File: src/rtl/abs_delta_dec_if.sv
// rtl/abs_delta_dec_if.sv - seed, delta and sample handshake bundle for abs_delta_dec
interface abs_delta_dec_if #(
    parameter int WIDTH = 8
);
    logic             seed_valid;
    logic [WIDTH-1:0] seed_data;
    logic             in_valid;
    logic             in_ready;
    logic [WIDTH-1:0] in_mag;
    logic             in_neg;
    logic             out_valid;
    logic             out_ready;
    logic [WIDTH-1:0] out_data;
    logic             out_ovf;

    modport master (
        output seed_valid, seed_data, in_valid, in_mag, in_neg, out_ready,
        input  in_ready, out_valid, out_data, out_ovf
    );

    modport slave (
        input  seed_valid, seed_data, in_valid, in_mag, in_neg, out_ready,
        output in_ready, out_valid, out_data, out_ovf
    );
endinterface

File: src/rtl/abs_delta_dec.sv
// rtl/abs_delta_dec.sv - sign/magnitude delta decoder rebuilding samples from a seed
// Define DELTA_SAT_EN to clamp out-of-range samples instead of wrapping.
module abs_delta_dec #(
    parameter int WIDTH = 8
) (
    input logic            clk,
    input logic            rst,
    abs_delta_dec_if.slave bus
);
    typedef enum logic {IDLE, RUN} state_t;

    state_t           state;
    state_t           state_next;
    logic [WIDTH-1:0] base;
    logic [WIDTH:0]   sum;
    logic [WIDTH-1:0] result;
    logic             ovf;
    logic             accept;

    always_ff @(posedge clk) begin
        if (rst) begin
            state <= IDLE;
        end else begin
            state <= state_next;
        end
    end

    always_comb begin
        state_next = state;
        if (bus.seed_valid) begin
            state_next = RUN;
        end
    end

    // A seed in the same cycle pre-empts the delta, which the source must hold.
    always_comb begin
        bus.in_ready = 1'b0;
        if (!rst && state == RUN && !bus.seed_valid && (!bus.out_valid || bus.out_ready)) begin
            bus.in_ready = 1'b1;
        end
    end

    assign accept = bus.in_valid && bus.in_ready;

    // Extra top bit is the carry on add and the borrow on subtract.
    always_comb begin
        if (bus.in_neg) begin
            sum = {1'b0, base} - {1'b0, bus.in_mag};
        end else begin
            sum = {1'b0, base} + {1'b0, bus.in_mag};
        end
        ovf = sum[WIDTH];
`ifdef DELTA_SAT_EN
        if (ovf) begin
            result = bus.in_neg ? {WIDTH{1'b0}} : {WIDTH{1'b1}};
        end else begin
            result = sum[WIDTH-1:0];
        end
`else
        result = sum[WIDTH-1:0];
`endif
    end

    always_ff @(posedge clk) begin
        if (rst) begin
            base          <= '0;
            bus.out_valid <= 1'b0;
            bus.out_data  <= '0;
            bus.out_ovf   <= 1'b0;
        end else begin
            if (bus.seed_valid) begin
                base <= bus.seed_data;
            end else if (accept) begin
                base <= result;
            end

            if (accept) begin
                bus.out_valid <= 1'b1;
                bus.out_data  <= result;
                bus.out_ovf   <= ovf;
            end else if (bus.out_ready) begin
                bus.out_valid <= 1'b0;
            end
        end
    end
endmodule
File: src/flat_wrapper.sv
// flat-port wrapper written by rule: the top's interface ports become plain ports
module abs_delta_dec_flat 
#(
    parameter int WIDTH = 8
)
  (clk, rst, bus_seed_valid, bus_seed_data, bus_in_valid, bus_in_mag, bus_in_neg, bus_out_ready, bus_in_ready, bus_out_valid, bus_out_data, bus_out_ovf);
  abs_delta_dec_if #(.WIDTH(WIDTH)) bus_i ();
  input logic clk;
  input logic rst;
  input wire logic [$bits(bus_i.seed_valid)-1:0] bus_seed_valid;
  input wire logic [$bits(bus_i.seed_data)-1:0] bus_seed_data;
  input wire logic [$bits(bus_i.in_valid)-1:0] bus_in_valid;
  input wire logic [$bits(bus_i.in_mag)-1:0] bus_in_mag;
  input wire logic [$bits(bus_i.in_neg)-1:0] bus_in_neg;
  input wire logic [$bits(bus_i.out_ready)-1:0] bus_out_ready;
  output wire logic [$bits(bus_i.in_ready)-1:0] bus_in_ready;
  output wire logic [$bits(bus_i.out_valid)-1:0] bus_out_valid;
  output wire logic [$bits(bus_i.out_data)-1:0] bus_out_data;
  output wire logic [$bits(bus_i.out_ovf)-1:0] bus_out_ovf;
  assign bus_i.seed_valid = bus_seed_valid;
  assign bus_i.seed_data = bus_seed_data;
  assign bus_i.in_valid = bus_in_valid;
  assign bus_i.in_mag = bus_in_mag;
  assign bus_i.in_neg = bus_in_neg;
  assign bus_i.out_ready = bus_out_ready;
  assign bus_in_ready = bus_i.in_ready;
  assign bus_out_valid = bus_i.out_valid;
  assign bus_out_data = bus_i.out_data;
  assign bus_out_ovf = bus_i.out_ovf;
  abs_delta_dec #(.WIDTH(WIDTH)) u_core (.clk(clk), .rst(rst), .bus(bus_i));
endmodule
File: config.mk
export PLATFORM = sky130hd
export DESIGN_NAME = abs_delta_dec_flat
export DESIGN_NICKNAME = d
export VERILOG_FILES = /design/src/rtl/abs_delta_dec_if.sv /design/src/rtl/abs_delta_dec.sv /design/src/flat_wrapper.sv
export SDC_FILE = /design/constraint.sdc
export NUM_CORES = 1
export LEC_CHECK = 0
export BUFFER_PORTS_ARGS = -buffer_cell sky130_fd_sc_hd__buf_2
export CORE_MARGIN = 1.5
export CORE_UTILIZATION = 55
export DETAILED_ROUTE_END_ITERATION = 8
export GPL_TIMING_DRIVEN = 1
export PLACE_DENSITY = 0.86
export REMOVE_ABC_BUFFERS = 1
export SLEW_MARGIN = 20
export SYNTH_ARGS = -nofsm -noshare
export SYNTH_HDL_FRONTEND = slang
export SYNTH_SLANG_ARGS = --single-unit
File: constraint.sdc
create_clock -name clk -period 5.4 [get_ports clk]
set_input_delay 0.27 -clock clk [delete_from_list [all_inputs] [get_ports clk]]
set_output_delay 0.27 -clock clk [all_outputs]
set_load 0.05 [all_outputs]
Word-level counts from Yosys, hierarchy flattened:

Index checks and enable logic that the tools add are counted.

* register bits after elaboration: 19

* add/sub/neg operators: 2
* mux-type cells: 6
* reduce and logical (&&, ||, !) cells: 10

Operator list (count)
* 8-bit two-way mux: 2
* 8-bit by 8-bit adder with 9-bit output: 1
* 9-bit two-way mux: 1
* 8-bit by 8-bit subtractor with 9-bit output: 1
* 1-bit logical AND: 4
* 2-bit nonzero test: 2
* 1-bit logical NOT: 3
* 1-bit two-way mux: 3
* 1-bit logical OR: 1

Depth between registers and ports, before layout:

* depth in word-level cells: 8
* gate-level depth with buffers: 12

Worst setup path before layout:

No wires, ideal clock.

* path kind: input port to flip-flop
* start: in bus_in_neg
* end: reg u_core.bus.out_ovf
* setup time: 79 ps
* arrival time: 2132 ps
* data required time: 5321 ps
* slack: 3189 ps
* stages on the path: 8
* cells stage by stage: clkbuf_1 mux2_2 fa_1 nand2b_1 a211oi_2 a31oi_1 xnor2_1 a211oi_2

* longest elaborated chain between the ends: 1

RTL lines
* start: declaration: line flat_wrapper.sv:14 `input wire logic [$bits(bus_i.in_neg)-1:0] bus_in_neg;`
* 9-bit two-way mux: line abs_delta_dec.sv:47 `if (bus.in_neg) begin`
* end signal: assignment: line abs_delta_dec.sv:80 `bus.out_ovf <= ovf;`
* end: declaration: line abs_delta_dec_if.sv:23 `output in_ready, out_valid, out_data, out_ovf`

No other way between the ends.
A chain may end at the register's enable or synchronous reset.

Worst setup path in the final report:

* start: in bus_in_mag[0]
* end: reg u_core.bus.out_ovf

* longest elaborated chain between the ends: 2
* elaborated cells on any way between the ends: 3
* those cells by class: add/sub: 2; mux: 1

RTL lines
* start: declaration: line flat_wrapper.sv:13 `input wire logic [$bits(bus_i.in_mag)-1:0] bus_in_mag;`
* 8-bit by 8-bit adder with 9-bit output or 8-bit by 8-bit subtractor with 9-bit output (tied branches): line abs_delta_dec.sv:50, abs_delta_dec.sv:48
* 9-bit two-way mux *: line abs_delta_dec.sv:47

Mark *: on every way between the ends. The rest lies on a longest branch, timed or not.

==> metrics.txt <==
status completed; WHS 0.224 ns; largest family of logic cells by synthesized area simple AND/OR/NAND/NOR gates; Detailed Place HPWL 2210 µm; vias per std cell 5.72; register area share after synthesis 0.309; root buffer cell clkbuf_4; clk_skew 0.00377 ns; Syn Inst Count 151; Rows 16; Synth top area share 0.309; Setup-failing EPs final 0; clk sink count 19; Syn-to-layout area delta 16.0%; maximum vdd drop 0.189 mV; Clock Pin Slew Worst Setup and Hold Paths 0.11 ns; n_diodes 0; CP Class input port to flip-flop; DRC violation count after routing 0; Congestion Overflow GR 0; Crit. End Element flip-flop; FF-to-FF path depth 8; fin crit share 0.407; Routed WL 2890 µm; syn avg cell area 8.15 µm²; CP startpoint kind input port; Initial Util 0.602; core area 2040 µm²; CTS buffer count 3; Worst slew margin 0.690; Critical Path Source bus_in_mag[0]; Critical R2R Launch u_core.base[0]; crit-path max FO 3; initial antenna violation count 0; crit path time final 2.20 ns; Die Ht 50.3 µm; ANT nets after route 0; post-CTS resize count 0; clk_lat worst skew 0.30 ns; Longest Clk Path Bufs 2; Simple-Gate Fraction of Synth Area 0.232; Yosys top cell by area dfxtp_1; capture point of the worst reg-to-reg path u_core.bus.out_ovf; first-pass GRT wire length 4830 µm; # port buffers 32; largest net degree at the start of global routing 22; Compound-Gate Fraction of Synth Area 0.230; setup repair bufs after CTS 0; Fill cells 174; Pwr Density 233 nW/µm²; XOR/XNOR share of the synthesized area 0.0570; Nets 214; DR WL/cell 13.9 µm; hold crit path type input port to flip-flop; worst slew pin tran 0.463 ns; drt first pass iters 4; Detailed Route Iter0 Violations 33; Adder-Cell Fraction of Synth Area 0.108; vias in the first global route 1161; Mapped Area 1230 µm²; Die Wd 50.3 µm; DIE AREA 2530 µm²; Slew Limit Fails 0; WP data required 5.63 ns; Core Util, Final 0.699; top cells by area, synth dfxtp_1, ha_1, a21oi_1; via count 1189; flops & latches, synth 19; Leakage 0.641 nW; RSZ-0062 raised after global routing false; CP endpoint u_core.bus.out_ovf; setup ws final 3.20 ns; Final Wtd Congestion 0.862; endpoints failing hold 0; CTS tree done; post-cts hold buffer count 0; Syn. warnings 0; Setup WS pre-CTS 2.89 ns; setup TNS 0 ns; Netlist cell types 39; maximum clock frequency 455 MHz; Max Cap Viol 0; critical path arrival 2.42 ns; mux cell area share after synthesis 0.0264; GRT Util Overall 0.247; IO Pins 33; register-to-register setup slack 3.31 ns; share of cells above drive strength 1 0.238; CTS HTree Levels 1
cell type report:
class                           count  area, µm²  area share
Clock buffer                        4       26.3      0.0184
Sequential cell                    19        380       0.267
Multi-Input combinational cell    120        803       0.563
Timing Repair Buffer               32        160       0.112
Tap cell                           27       33.8      0.0237
Inverter                            6       22.5      0.0158
logic make-up (layout without fill, tap and decap cells):
group / after synthesis / in the layout
AND/OR/NAND/NOR: 57 / 57
AO/OA/AOI/OAI: 42 / 42
flip-flops: 19 / 19
buffers and inverters: 12 / 42
adder cells (fa/ha/maj): 10 / 10
XOR/XNOR: 8 / 8
multiplexers: 3 / 3
sequential cells by signal, summed over array words and instances, names as in the netlist:
name                  count
u_core.base               8
u_core.bus.out_data       8
u_core.bus.out_ovf        1
u_core.bus.out_valid      1
u_core.state              1
synth_stat cells (all sizes together):
cell type	instances
nor3	2
nor2	21
nand4b	1
nand3b	2
or3	1
o211ai	2
xnor2	8
dfxtp	19
a31oi	2
nand4	1
and2	1
a31o	1
nand2	13
buf	3
nand3	3
a21oi	18
o21bai	1
a21o	2
a22oi	4
nor4	2
inv	6
a211oi	2
mux2	2
o21ai	6
a221oi	2
and3	2
nor2b	3
mux2i	1
ha	9
and4bb	1
o21a	1
clkbuf	3
nand2b	4
o41ai	1
fa	1
worst min path at each step:
stage / from / endpoint / slack, ns / cells after the start
CTS: bus_seed_data[1] / u_core.base[1] / 0.21 / 3
global route: bus_seed_data[1] / u_core.base[1] / 0.22 / 3
finish: bus_seed_data[1] / u_core.base[1] / 0.22 / 3
floorplan: rst / u_core.bus.out_ovf / 0.33 / 1
detailed placement: u_core.bus.out_data[3] / u_core.bus.out_data[3] / 0.45 / 2
global placement: u_core.bus.out_data[2] / u_core.bus.out_data[2] / 0.44 / 2
metal layers:
layer	routed length, µm	up-vias	global-route usage
li1	-	601	-
met1	1330	547	0.326
met2	1390	37	0.406
met3	142	4	0.0357
met4	25	0	0.0946
met5	0	-	0
cells in the final DEF (no fill, tap or decap), types with 2 or more instances in the layout:
cell type	instances
nor2b_1	3
buf_2	32
nor2_1	20
dfxtp_1	19
clkbuf_4	3
nor4_1	2
o211ai_1	2
nand2_1	13
nor3_1	2
a31oi_1	2
a21oi_1	18
mux2_2	2
nand3b_1	2
a211oi_2	2
o21ai_0	6
ha_1	9
a221oi_1	2
nand3_1	3
nand2b_1	4
inv_1	6
a22oi_1	4
xnor2_1	8
where the power goes:
part	switching, mW	total, mW	internal, mW
Combinational	0.0633	0.108	0.0449
Clock	0.0446	0.0734	0.0288
Sequential	0.00416	0.151	0.147
stage by stage:
stage	power, mW	instances	area (µm²)
final	0.333	208	1430
after global placement	0.255	204	1400
after CTS	0.333	208	1430
after global routing	0.350	208	1430
after detailed placement	0.260	204	1400
after floorplan	0.230	145	1210
worst max-delay path, stage by stage:
cell      delay [ns]
buf_2           0.11
inv_1           0.04
ha_1            0.28
mux2_2          0.29
fa_1            0.42
nand2b_1        0.21
a211oi_2        0.27
a31oi_1         0.14
xnor2_1         0.16
a211oi_2        0.23
Power figures use the tool's default switching activity.
